==> config.mk <==
export PLATFORM = sky130hd
export DESIGN_NAME = matrix_inv3_seq_flat
export DESIGN_NICKNAME = d
export VERILOG_FILES = /design/src/rtl/matrix_inv3_seq_pkg.sv /design/src/rtl/matrix_inv3_seq_if.sv /design/src/rtl/matrix_inv3_seq_divider.sv /design/src/rtl/matrix_inv3_seq.sv /design/src/flat_wrapper.sv
export SDC_FILE = /design/constraint.sdc
export NUM_CORES = 2
export LEC_CHECK = 0
export ABC_AREA = 0
export BUFFER_PORTS_ARGS = -buffer_cell sky130_fd_sc_hd__buf_4
export CAP_MARGIN = 20
export CORE_UTILIZATION = 30
export CTS_BUF_LIST = sky130_fd_sc_hd__clkbuf_16
export CTS_CLUSTER_DIAMETER = 80
export CTS_CLUSTER_SIZE = 25
export DETAILED_ROUTE_END_ITERATION = 7
export HOLD_SLACK_MARGIN = 0.15
export MAX_ROUTING_LAYER = met4
export PLACE_DENSITY = 0.47
export SYNTH_ARGS = -nofsm -noshare
export SYNTH_HDL_FRONTEND = slang
export SYNTH_SLANG_ARGS = --single-unit
==> constraint.sdc <==
create_clock -name clk -period 9.75 [get_ports clk]
set_clock_uncertainty 0.2 [all_clocks]
set_input_delay 0.975 -clock clk [delete_from_list [all_inputs] [get_ports clk]]
set_output_delay 0.975 -clock clk [all_outputs]
set_load 0.01 [all_outputs]
==> src/rtl/matrix_inv3_seq_pkg.sv <==
// -----------------------------------------------------------------------------
// matinv_pkg
//   Shared definitions for the sequential 3x3 matrix inverter.
//   - FSM state encoding (IDLE, COF, DET, DIV, DONE) as plain 3-bit constants
//   - width helpers: cofactor width, determinant width, divider iteration count
//   - saturate(): clamp a wide signed value into an out_w-bit signed range
// -----------------------------------------------------------------------------
package matinv_pkg;

    // State encoding; the live state is exported on the interface as dbg_state.
    typedef logic [2:0] state_t;
    localparam state_t ST_IDLE = 3'd0;
    localparam state_t ST_COF  = 3'd1;
    localparam state_t ST_DET  = 3'd2;
    localparam state_t ST_DIV  = 3'd3;
    localparam state_t ST_DONE = 3'd4;

    // Width of the value handed to saturate(); wide enough for any quotient
    // produced with practical DATA_W/FRAC_W settings.
    localparam int SAT_W = 64;

    // A 2x2 minor of DATA_W-bit operands: difference of two 2*DATA_W products.
    function automatic int cof_width(input int data_w);
        return 2 * data_w + 1;
    endfunction

    // Three DATA_W x CW products summed.
    function automatic int det_width(input int data_w);
        return 3 * data_w + 2;
    endfunction

    // One restoring step per numerator bit; the numerator is adj << frac_w.
    function automatic int div_iters(input int data_w, input int frac_w);
        return cof_width(data_w) + frac_w;
    endfunction

    function automatic logic signed [SAT_W-1:0] saturate(
        input logic signed [SAT_W-1:0] x,
        input int                      out_w
    );
        logic signed [SAT_W-1:0] hi;
        logic signed [SAT_W-1:0] lo;
        hi = (64'sd1 <<< (out_w - 1)) - 64'sd1;
        lo = -(64'sd1 <<< (out_w - 1));
        if (x > hi)      return hi;
        else if (x < lo) return lo;
        else             return x;
    endfunction

endpackage

==> src/rtl/matrix_inv3_seq_if.sv <==
// -----------------------------------------------------------------------------
// matrix_inv3_seq_if
//   Bundles the input and output handshakes of matrix_inv3_seq.
//
//   Handshake semantics (both channels): a transfer happens on a rising clock
//   edge where valid and ready are both high. The producer holds valid and its
//   payload stable until that edge; ready may change freely and has no effect
//   while valid is low. Here in_ready is high exactly in IDLE and out_valid is
//   high exactly in DONE, so the two channels never overlap.
//
//   Signals
//     in_valid  : matrix presented on a
//     in_ready  : block idle, will accept a
//     a         : 9 x DATA_W row-major signed elements, a11 at [DATA_W-1:0]
//     out_valid : result available on b/det/singular
//     out_ready : consumer accepts result
//     b         : 9 x OUT_W row-major signed fixed-point inverse
//     det       : signed determinant
//     singular  : det == 0, b is all zero
//     dbg_state : current FSM state (matinv_pkg::ST_*)
//
//   Modports: slave = the inverter, master = whoever feeds/drains it.
// -----------------------------------------------------------------------------
interface matrix_inv3_seq_if
    import matinv_pkg::*;
#(
    parameter int DATA_W = 8,
    parameter int OUT_W  = 16
);
    localparam int DW = det_width(DATA_W);

    logic                   in_valid;
    logic                   in_ready;
    logic [9*DATA_W-1:0]    a;
    logic                   out_valid;
    logic                   out_ready;
    logic [9*OUT_W-1:0]     b;
    logic [DW-1:0]          det;
    logic                   singular;
    logic [2:0]             dbg_state;

    modport slave (
        input  in_valid,
        input  a,
        input  out_ready,
        output in_ready,
        output out_valid,
        output b,
        output det,
        output singular,
        output dbg_state
    );

    modport master (
        output in_valid,
        output a,
        output out_ready,
        input  in_ready,
        input  out_valid,
        input  b,
        input  det,
        input  singular,
        input  dbg_state
    );

endinterface

==> src/rtl/matrix_inv3_seq_divider.sv <==
// -----------------------------------------------------------------------------
// seq_divider
//   Signed restoring divider, one quotient bit per clock, NUM_W iterations.
//   Works on magnitudes and applies the sign to the final quotient, so the
//   result truncates toward zero.
//
//   Ports
//     clk, rst_n : clock, asynchronous active-low reset
//     start      : load num/den and begin (ignored while busy)
//     num        : signed numerator, NUM_W bits
//     den        : signed denominator, DEN_W bits, must be non-zero
//     busy       : iterations in progress
//     done       : one-cycle pulse, quo valid from this cycle on
//     quo        : registered signed quotient, NUM_W+1 bits (holds |num|
//                  for the most negative numerator divided by +/-1)
//
//   Timing: start sampled on edge 0, done/quo visible after edge NUM_W.
// -----------------------------------------------------------------------------
module seq_divider #(
    parameter int NUM_W = 25,
    parameter int DEN_W = 26
) (
    input  logic                    clk,
    input  logic                    rst_n,
    input  logic                    start,
    input  logic signed [NUM_W-1:0] num,
    input  logic signed [DEN_W-1:0] den,
    output logic                    busy,
    output logic                    done,
    output logic signed [NUM_W:0]   quo
);
    localparam int CNT_W = $clog2(NUM_W + 1);

    // q_r starts as |num| and shifts left; quotient bits enter at the bottom.
    logic [NUM_W-1:0] q_r;
    logic [DEN_W-1:0] rem_r;
    logic [DEN_W-1:0] den_r;
    logic             neg_r;
    logic [CNT_W-1:0] cnt_r;

    logic [NUM_W-1:0] num_mag;
    logic [DEN_W-1:0] den_mag;
    logic [DEN_W:0]   rem_sh;
    logic [DEN_W:0]   rem_trial;
    logic             fits;
    logic [DEN_W-1:0] rem_nx;
    logic [NUM_W-1:0] q_nx;

    always_comb begin
        num_mag   = num[NUM_W-1] ? $unsigned(-num) : $unsigned(num);
        den_mag   = den[DEN_W-1] ? $unsigned(-den) : $unsigned(den);
        rem_sh    = {rem_r, q_r[NUM_W-1]};
        rem_trial = rem_sh - {1'b0, den_r};
        // rem_sh < 2*den always, so the top bit of the difference is a
        // clean borrow flag.
        fits      = ~rem_trial[DEN_W];
        rem_nx    = fits ? rem_trial[DEN_W-1:0] : rem_sh[DEN_W-1:0];
        q_nx      = {q_r[NUM_W-2:0], fits};
    end

    always_ff @(posedge clk or negedge rst_n) begin
        if (!rst_n) begin
            q_r   <= '0;
            rem_r <= '0;
            den_r <= '0;
            neg_r <= 1'b0;
            cnt_r <= '0;
            busy  <= 1'b0;
            done  <= 1'b0;
            quo   <= '0;
        end else begin
            done <= 1'b0;
            if (start && !busy) begin
                q_r   <= num_mag;
                rem_r <= '0;
                den_r <= den_mag;
                neg_r <= num[NUM_W-1] ^ den[DEN_W-1];
                cnt_r <= CNT_W'(NUM_W);
                busy  <= 1'b1;
            end else if (busy) begin
                q_r   <= q_nx;
                rem_r <= rem_nx;
                cnt_r <= cnt_r - 1'b1;
                if (cnt_r == CNT_W'(1)) begin
                    busy <= 1'b0;
                    done <= 1'b1;
                    quo  <= neg_r ? -$signed({1'b0, q_nx}) : $signed({1'b0, q_nx});
                end
            end
        end
    end

endmodule

==> src/rtl/matrix_inv3_seq.sv <==
// -----------------------------------------------------------------------------
// matrix_inv3_seq
//   Sequential 3x3 signed matrix inverter, b = adj(a) / det(a) in fixed point
//   Q(OUT_W-FRAC_W).FRAC_W, saturated, with a singular flag.
//
//   Ports
//     clk    : rising-edge clock
//     rst_n  : asynchronous active-low reset, aborts any transaction
//     bus    : matrix_inv3_seq_if.slave (in_valid/in_ready/a,
//              out_valid/out_ready/b/det/singular, dbg_state)
//
//   Flow: IDLE -> COF (9 cycles, one adjugate element each) -> DET (1 cycle)
//         -> DIV (9 divisions of Q+1 cycles, plus one cycle to store the last)
//         -> DONE (held until out_ready). A zero determinant skips DIV.
//   Accept-to-out_valid: 245 cycles at default parameters, 10 when singular.
// -----------------------------------------------------------------------------
module matrix_inv3_seq
    import matinv_pkg::*;
#(
    parameter int DATA_W = 8,
    parameter int FRAC_W = 8,
    parameter int OUT_W  = 16
) (
    input  logic               clk,
    input  logic               rst_n,
    matrix_inv3_seq_if.slave   bus
);
    localparam int CW = cof_width(DATA_W);
    localparam int DW = det_width(DATA_W);
    localparam int Q  = div_iters(DATA_W, FRAC_W);

    state_t                    state_r;
    logic [3:0]                idx_r;
    logic                      div_first_r;
    logic signed [DATA_W-1:0]  a_r   [9];
    logic signed [CW-1:0]      adj_r [9];
    logic signed [OUT_W-1:0]   b_r   [9];
    logic signed [DW-1:0]      det_r;
    logic                      sing_r;

    // Next index modulo 3.
    function automatic logic [1:0] inc3(input logic [1:0] x);
        return (x == 2'd2) ? 2'd0 : x + 2'd1;
    endfunction

    // Row-major element index of (row, col).
    function automatic logic [3:0] eidx(input logic [1:0] row, input logic [1:0] col);
        return 4'(row) * 4'd3 + 4'(col);
    endfunction

    // ---------------------------------------------------------------------
    // Cofactor mux / multiplier pair.
    // adj[r][c] = C[c][r]. With cyclic neighbours r1=r+1, r2=r+2, c1=c+1,
    // c2=c+2 (mod 3) the sign of the cofactor falls out of the ordering:
    //   adj[r][c] = a[c1][r1]*a[c2][r2] - a[c1][r2]*a[c2][r1]
    // ---------------------------------------------------------------------
    logic [1:0]                r_sel, c_sel, r1, r2, c1, c2;
    logic signed [DATA_W-1:0]  op_p, op_q, op_s, op_t;
    logic signed [2*DATA_W-1:0] prod_pq, prod_st;
    logic signed [CW-1:0]      cof;

    always_comb begin
        r_sel = 2'd0;
        c_sel = 2'd0;
        case (idx_r)
            4'd0: begin r_sel = 2'd0; c_sel = 2'd0; end
            4'd1: begin r_sel = 2'd0; c_sel = 2'd1; end
            4'd2: begin r_sel = 2'd0; c_sel = 2'd2; end
            4'd3: begin r_sel = 2'd1; c_sel = 2'd0; end
            4'd4: begin r_sel = 2'd1; c_sel = 2'd1; end
            4'd5: begin r_sel = 2'd1; c_sel = 2'd2; end
            4'd6: begin r_sel = 2'd2; c_sel = 2'd0; end
            4'd7: begin r_sel = 2'd2; c_sel = 2'd1; end
            4'd8: begin r_sel = 2'd2; c_sel = 2'd2; end
            default: begin r_sel = 2'd0; c_sel = 2'd0; end
        endcase
        r1      = inc3(r_sel);
        r2      = inc3(r1);
        c1      = inc3(c_sel);
        c2      = inc3(c1);
        op_p    = a_r[eidx(c1, r1)];
        op_q    = a_r[eidx(c2, r2)];
        op_s    = a_r[eidx(c1, r2)];
        op_t    = a_r[eidx(c2, r1)];
        prod_pq = op_p * op_q;
        prod_st = op_s * op_t;
        cof     = CW'(prod_pq) - CW'(prod_st);
    end

    // ---------------------------------------------------------------------
    // Determinant MAC: expansion along the first row of a, which is the first
    // column of adj (adj11, adj21, adj31 at indices 0, 3, 6).
    // ---------------------------------------------------------------------
    logic signed [DW-1:0] det_acc;

    always_comb begin
        det_acc = DW'(a_r[0]) * DW'(adj_r[0])
                + DW'(a_r[1]) * DW'(adj_r[3])
                + DW'(a_r[2]) * DW'(adj_r[6]);
    end

    // ---------------------------------------------------------------------
    // Shared divider. The store of element k and the start of element k+1
    // happen in the same cycle, so the numerator mux looks one index ahead
    // whenever it is not the very first division.
    // ---------------------------------------------------------------------
    logic [3:0]            div_sel;
    logic signed [Q-1:0]   div_num;
    logic                  div_start;
    logic                  div_busy;
    logic                  div_done;
    logic signed [Q:0]     div_quo;

    always_comb begin
        div_sel   = (div_first_r || idx_r == 4'd8) ? idx_r : idx_r + 4'd1;
        div_num   = {adj_r[div_sel], {FRAC_W{1'b0}}};
        div_start = (state_r == ST_DIV) && !div_busy &&
                    (div_first_r || (div_done && idx_r != 4'd8));
    end

    seq_divider #(
        .NUM_W (Q),
        .DEN_W (DW)
    ) u_div (
        .clk   (clk),
        .rst_n (rst_n),
        .start (div_start),
        .num   (div_num),
        .den   (det_r),
        .busy  (div_busy),
        .done  (div_done),
        .quo   (div_quo)
    );

    // ---------------------------------------------------------------------
    // FSM and result register file
    // ---------------------------------------------------------------------
    always_ff @(posedge clk or negedge rst_n) begin
        if (!rst_n) begin
            state_r     <= ST_IDLE;
            idx_r       <= '0;
            div_first_r <= 1'b0;
            det_r       <= '0;
            sing_r      <= 1'b0;
            for (int k = 0; k < 9; k++) begin
                a_r[k]   <= '0;
                adj_r[k] <= '0;
                b_r[k]   <= '0;
            end
        end else begin
            case (state_r)
                ST_IDLE: begin
                    if (bus.in_valid) begin
                        for (int k = 0; k < 9; k++) begin
                            a_r[k] <= bus.a[k*DATA_W +: DATA_W];
                        end
                        idx_r   <= '0;
                        state_r <= ST_COF;
                    end
                end

                ST_COF: begin
                    adj_r[idx_r] <= cof;
                    if (idx_r == 4'd8) begin
                        state_r <= ST_DET;
                    end else begin
                        idx_r <= idx_r + 4'd1;
                    end
                end

                ST_DET: begin
                    det_r <= det_acc;
                    idx_r <= '0;
                    if (det_acc == '0) begin
                        sing_r <= 1'b1;
                        for (int k = 0; k < 9; k++) begin
                            b_r[k] <= '0;
                        end
                        state_r <= ST_DONE;
                    end else begin
                        sing_r      <= 1'b0;
                        div_first_r <= 1'b1;
                        state_r     <= ST_DIV;
                    end
                end

                ST_DIV: begin
                    div_first_r <= 1'b0;
                    if (div_done) begin
                        b_r[idx_r] <= OUT_W'(saturate(SAT_W'(div_quo), OUT_W));
                        if (idx_r == 4'd8) begin
                            state_r <= ST_DONE;
                        end else begin
                            idx_r <= idx_r + 4'd1;
                        end
                    end
                end

                ST_DONE: begin
                    if (bus.out_ready) begin
                        state_r <= ST_IDLE;
                    end
                end

                default: state_r <= ST_IDLE;
            endcase
        end
    end

    // ---------------------------------------------------------------------
    // Outputs
    // ---------------------------------------------------------------------
    assign bus.in_ready  = (state_r == ST_IDLE);
    assign bus.out_valid = (state_r == ST_DONE);
    assign bus.det       = det_r;
    assign bus.singular  = sing_r;
    assign bus.dbg_state = state_r;

    for (genvar g = 0; g < 9; g++) begin : g_pack_b
        assign bus.b[g*OUT_W +: OUT_W] = b_r[g];
    end

endmodule

==> src/flat_wrapper.sv <==
// flat-port wrapper written by rule: the top's interface ports become plain ports
module matrix_inv3_seq_flat import matinv_pkg::*;
#(
    parameter int DATA_W = 8,
    parameter int FRAC_W = 8,
    parameter int OUT_W  = 16
)
  (clk, rst_n, bus_in_valid, bus_a, bus_out_ready, bus_in_ready, bus_out_valid, bus_b, bus_det, bus_singular, bus_dbg_state);
  matrix_inv3_seq_if #(.DATA_W(DATA_W), .OUT_W(OUT_W)) bus_i ();
  input  logic clk;
  input  logic rst_n;
  input wire logic [$bits(bus_i.in_valid)-1:0] bus_in_valid;
  input wire logic [$bits(bus_i.a)-1:0] bus_a;
  input wire logic [$bits(bus_i.out_ready)-1:0] bus_out_ready;
  output wire logic [$bits(bus_i.in_ready)-1:0] bus_in_ready;
  output wire logic [$bits(bus_i.out_valid)-1:0] bus_out_valid;
  output wire logic [$bits(bus_i.b)-1:0] bus_b;
  output wire logic [$bits(bus_i.det)-1:0] bus_det;
  output wire logic [$bits(bus_i.singular)-1:0] bus_singular;
  output wire logic [$bits(bus_i.dbg_state)-1:0] bus_dbg_state;
  assign bus_i.in_valid = bus_in_valid;
  assign bus_i.a = bus_a;
  assign bus_i.out_ready = bus_out_ready;
  assign bus_in_ready = bus_i.in_ready;
  assign bus_out_valid = bus_i.out_valid;
  assign bus_b = bus_i.b;
  assign bus_det = bus_i.det;
  assign bus_singular = bus_i.singular;
  assign bus_dbg_state = bus_i.dbg_state;
  matrix_inv3_seq #(.DATA_W(DATA_W), .FRAC_W(FRAC_W), .OUT_W(OUT_W)) u_core (.clk(clk), .rst_n(rst_n), .bus(bus_i));
endmodule
# After elaboration in Yosys (flattened, before gate mapping)
# Memories as Yosys holds them, arrays and structs flattened.
# Cells that the tools add are included.
# word_totals
ram_bits	0
regBits	515
n_memories	1
rom_bits	64
in_bits	76
latchBits	0
word_cells	183
output_inout_bits	176
# classes
n_eq_ne	18
n_lt_le_gt_ge	9
muxes	63
multipliers	7
add_sub_neg	17
n_div	0
shift	0
bitwise_logic	9
n_reduce_logical	19
# memory_table
name	words	word_bits	read_ports	rd_clocked_by_memory_dff	wr	line_no	text
(name not given)	16	4	1	0	0	matrix_inv3_seq.sv:65	case (idx_r)
# ops
operator	n
$mux 144	2
$pmux 144 s2	1
$bwmux 153	1
$bwmux 144	1
$mux 26	5
$bmux 8 s4	4
$mux 16	5
$mul 8x17->25	3
$mux 25	3
$bmux 17 s4	1
$demux 17 s4	1
$demux 16 s4	1
$mux 8	8
$add 26x26->26	2
$mux 17	3
$mul 8x8->16	2
$ge 5x5->1 const B	6
$not 4->5	6
$sub 27x26->27	1
$gt 26x16->1 const B	1
$logic_not 26->1	1
$lt 26x16->1 const B	1
$neg 25->26	1
$neg 26->26	1
36 further kinds	81

# Longest topological paths before layout
# An unclocked memory read counts as a cell.
# logic_depth
ltp_word	14
ltp_mapped	39
ltp_nobuf	36

# By module
# Synthesis repeated with hierarchy kept, for this count alone.
# unflattened
cells_unflattened	4812
area_unflattened_um2	46950.0
# modules_own_cells
module	seq_area_each_um2	n_inst	cells_each	area_per_inst_um2
matrix_inv3_seq	10109.7	1	3921	39611.7
seq_divider	2777.7	1	891	7338.3

# Worst setup path before layout
# Ideal clock, no wire load.
# synth_path
kind	reg2reg
startpoint	register u_core.idx_r[0]
endpoint	register u_core.adj_r[101] (netlist bit)
path_slack_ns	0.107
setup_ns	0.068
n_path_buf	3
t_arrival_ns	9.375
t_required_ns	9.482
stages_incl_launch_ff	34
cell_sequence	dfrtp_1 clkinv_1 clkbuf_1 ha_1 a21oi_1 nor2_1 a21oi_2 ha_1 ha_1 inv_1 fa_1 clkbuf_1 clkbuf_1 mux4_2 mux2i_1 nor2_1 a21oi_1 nand2b_1 inv_1 fa_1 fa_1 inv_1 fa_1 inv_1 fa_1 fa_1 fa_1 inv_1 ha_1 and2_1 o21ai_0 o311ai_0 nor3b_1 mux2_2
# synth_via
elab_chain_cells	14
word_cells_on_any_way	45
cone_classes	add/sub (9); mul (4); order compare (2); eq/ne (4); mux (19); bitwise (5); reduce/logical (1); memory (1)
# synth_rtl
item	line_no	text
start: declaration	matrix_inv3_seq.sv:33	logic [3:0] idx_r;
start signal: assignment	matrix_inv3_seq.sv:167	idx_r <= idx_r + 4'd1;
start signal: assignment	matrix_inv3_seq.sv:194	idx_r <= idx_r + 4'd1;
$mem_v2 16x4	n/a	
$add 2x1->2 or $eq 2x2->1 (tied branches)	matrix_inv3_seq.sv:43	return (x == 2'd2) ? 2'd0 : x + 2'd1;
$mux 2	matrix_inv3_seq.sv:43	
$add 2x1->2 or $eq 2x2->1 (tied branches)	matrix_inv3_seq.sv:43	
$mux 2	matrix_inv3_seq.sv:43	
$mul 2x2->4	matrix_inv3_seq.sv:48	return 4'(row) * 4'd3 + 4'(col);
$add 4x2->4	matrix_inv3_seq.sv:48	
$not 4->5, on equally long branches	matrix_inv3_seq.sv:82, matrix_inv3_seq.sv:84	
$bmux 8 s4, on equally long branches	matrix_inv3_seq.sv:82, matrix_inv3_seq.sv:84	
$mux 8, on equally long branches (2 in series)	matrix_inv3_seq.sv:82, matrix_inv3_seq.sv:84	
$mul 8x8->16, on equally long branches	matrix_inv3_seq.sv:85, matrix_inv3_seq.sv:86	
$sub 16x16->17	matrix_inv3_seq.sv:87	cof = CW'(prod_pq) - CW'(prod_st);
$bwmux 153 *	matrix_inv3_seq.sv:163	adj_r[idx_r] <= cof;
end signal: indexed assignment	matrix_inv3_seq.sv:163	
end: declaration	matrix_inv3_seq.sv:36	logic signed [CW-1:0] adj_r [9];
# Every way passes the cells marked *; elsewhere a longest branch is shown, timed or not. The select of a mux whose other input is x is not followed.
# A chain may end at the register's enable or synchronous reset.

# Worst setup path after layout
# layout_path
startpoint	register u_core.idx_r[0]
endpoint	register u_core.adj_r[118] (netlist bit)
# Same word-level chain as after synthesis.

==> metrics <==
Mapped Nets 5,842; actual slew at the worst max-slew pin 1.07 ns; max_slew headroom 0.286; core area around 160,000 µm²; vias in the first global route 36,800; wire per inst 20.2 µm; Finished Layout Cells 7,316; first-pass GRT wire length 227,000 µm; register bit total from synthesis between 500 and 600; clk slew on worst S/H paths about 0.09 ns; fmax 107 MHz; prevailing post-synth register cell dfrtp_1; drt first pass iters 6; highest-delay cell along the critical path fa_2; sequential share of the synthesized area 0.269; CP arrival 9.68 ns; Period minus WS final approximately 9.4 ns; # hold bufs at CTS 0; final setup fails 0; largest net degree at the start of global routing 164; CP bufs+invs 8; I/O Buffers approximately 250; Slew Viols, Final 0; Final Cycle Share 0.960; clock sink count approximately 520; Iter 0 DRT Violations 2,416; worst hold path class in2async; synth warn 0; final core utilization 0.345; initial antenna violation count 2; final global-route overflow total 0; Post-synth EDFFs 0; share of layout cells above drive strength 1 0.163; critical path class reg2reg; depth of the CTS H-tree 2; status completed; Cell variety after synth between 90 and 100; CTS Buf Count between 40 and 50; Die Area roughly 160,000 µm²; Most common cell on crit path fa_1; synthesized area per cell 9.57 µm²; global-route total usage across every layer 0.188; cell count after synthesis ~5,000; clk_lat worst skew 0.64 ns; I/O pin cnt 252; Initial Utilization 0.302; area delta synth->final 14.1%; HPWL Detailed 116,000 µm; Die H 402 µm; vias 36,500; mapped cell area 47,900 µm²; gpl congestion 0.864; final hold viol count 0; ANT nets after route 0; MaxCap Viol Count 0; CTS tree built; chip width 402 µm; crit-path leading delay family adder cells; Via density between 4 and 5; Worst Path Max Fanout 22; Root Buffer clkbuf_16; # DRC 0; Worst setup SP type register; Setup crit end kind register; final-stage net count a little over 6,000; Worst EP required 10.07 ns; FP Rows 146; final wirelength between 100,000 and 150,000 µm; clk buf depth 3; Post-synth ARST share 1.00; Worst path max stage delay 0.67 ns; DP Cell Count 7,228
[per-stage QoR]
stage | hold WS, ns | instance area, µm² | setup WS, ns | setup TNS [ns]
2_1_floorplan | 0.242 | 47900 | 0.107 | 0
3_3_place_gp | 0.255 | 52700 | -0.0468 | -0.415
3_5_place_dp | 0.265 | 52800 | -0.0786 | -0.680
4_1_cts | 0.223 | 54300 | 0.0399 | 0
5_1_grt | 0.265 | 54600 | -0.0487 | -0.590
6_report | 0.219 | 54600 | 0.391 | 0
[cell usage in the layout (no fill, tap or decap), types with 14 or more instances in the layout]
master       n
or3_1       16
nor2_1     208
and3_1      30
a211oi_1    31
nand3_1     72
a21o_1      42
inv_1      636
a21oi_1    176
or2_2       19
nor2b_1     16
o31ai_1     22
mux2_2     183
a211o_1     14
fa_1       495
nand4_1     16
nand2b_1    74
nor3_1      44
o21ai_0    249
dfrtp_1    504
o211ai_1    14
buf_4      415
mux2i_1     44
o22ai_1    144
a31o_2      20
nand2_1    650
xnor2_1    116
clkbuf_16   42
xor2_1      80
mux4_2      63
ha_1       265
a31oi_1     19
o21a_1      25
a221o_1     16
and2_1     213
[worst paths after layout]
check,startpoint,to,slack (ns),cells after the start
min in group clk,u_core.u_div.den_r[12],u_core.u_div.den_r[12],0.28,2
min,rst_n,u_core.bus.det[8],0.22,1
min reg2reg,u_core.u_div.den_r[12],u_core.u_div.den_r[12],0.28,2
max in group asynchronous,rst_n,u_core.a_r[69],7.04,3
max reg2reg,u_core.idx_r[0],u_core.adj_r[118],0.39,31
max,u_core.idx_r[0],u_core.adj_r[118],0.39,31
[registers in the layout, indices dropped and copies added (netlist names), 3 cells and up]
name	cells
u_core.u_div.den_r	26
u_core.bus.b	144
u_core.u_div.quo	26
u_core.bus.det	26
u_core.a_r	72
u_core.u_div.cnt_r	5
u_core.idx_r	4
u_core.bus.dbg_state	3
u_core.u_div.q_r	25
u_core.adj_r	153
u_core.u_div.rem_r	26
[cells in the mapped netlist (23+ instances only)]
cell type	instances	share of area
ha_1	267	0.070
a21o_1	42	0.0066
fa_1	496	0.21
inv_1	635	0.050
mux4_2	63	0.030
and3_1	31	0.0041
mux2_2	183	0.043
o21ai_0	252	0.026
a21oi_1	178	0.019
xnor2_1	122	0.022
o31ai_1	23	0.0036
nor3_1	45	0.0047
clkbuf_1	211	0.017
nand2b_1	74	0.0097
and2_1	214	0.028
o21a_1	25	0.0039
xor2_1	80	0.015
o22ai_1	144	0.019
nand2_1	650	0.051
a211oi_1	31	0.0049
mux2i_1	47	0.0098
dfrtp_1	515	0.27
nand3_1	72	0.0075
nor2_1	211	0.017
buf_2	25	0.0026
[repair_timing]
action / in CTS / in global routing
resized for setup: 2 / 40
setup buffers: 0 / 4
setup endpoints to repair: 18 / 211
pin swaps: 0 / 4
gates cloned: 0 / 1
[area by class of cell]
type / count / area, µm²
Fill cell: 16300 / 104000
Multi-Input combinational cell: 3579 / 31700
Sequential cell: 515 / 12900
Timing Repair Buffer: 435 / 3540
Tap cell: 2072 / 2590
Inverter: 639 / 2400
Clock buffer: 42 / 1050
Clock inverter: 32 / 484
Antenna cell: 2 / 5.00
[cell families after synthesis]
| logic type | count (synthesis) | share of synthesized area |
|---|---|---|
| AND/OR/NAND/NOR | 1414 | 0.139 |
| adder cells (fa/ha/maj) | 763 | 0.277 |
| AO/OA/AOI/OAI | 903 | 0.120 |
| multiplexers | 294 | 0.0830 |
| XOR/XNOR | 204 | 0.0376 |
| flip-flops | 515 | 0.269 |
| buffers and inverters | 910 | 0.0738 |
[metal layers]
metal,up-vias,part of all wire,global-route usage
met5,-,0,-
met4,0,0.030,0.0521
met3,188,0.052,0.0303
met2,902,0.46,0.293
met1,18400,0.45,0.251
li1,17100,-,-
Power is left out: the tool's default activity adds up to more than one toggle a clock period on the data nets, which glitch-free logic cannot reach.
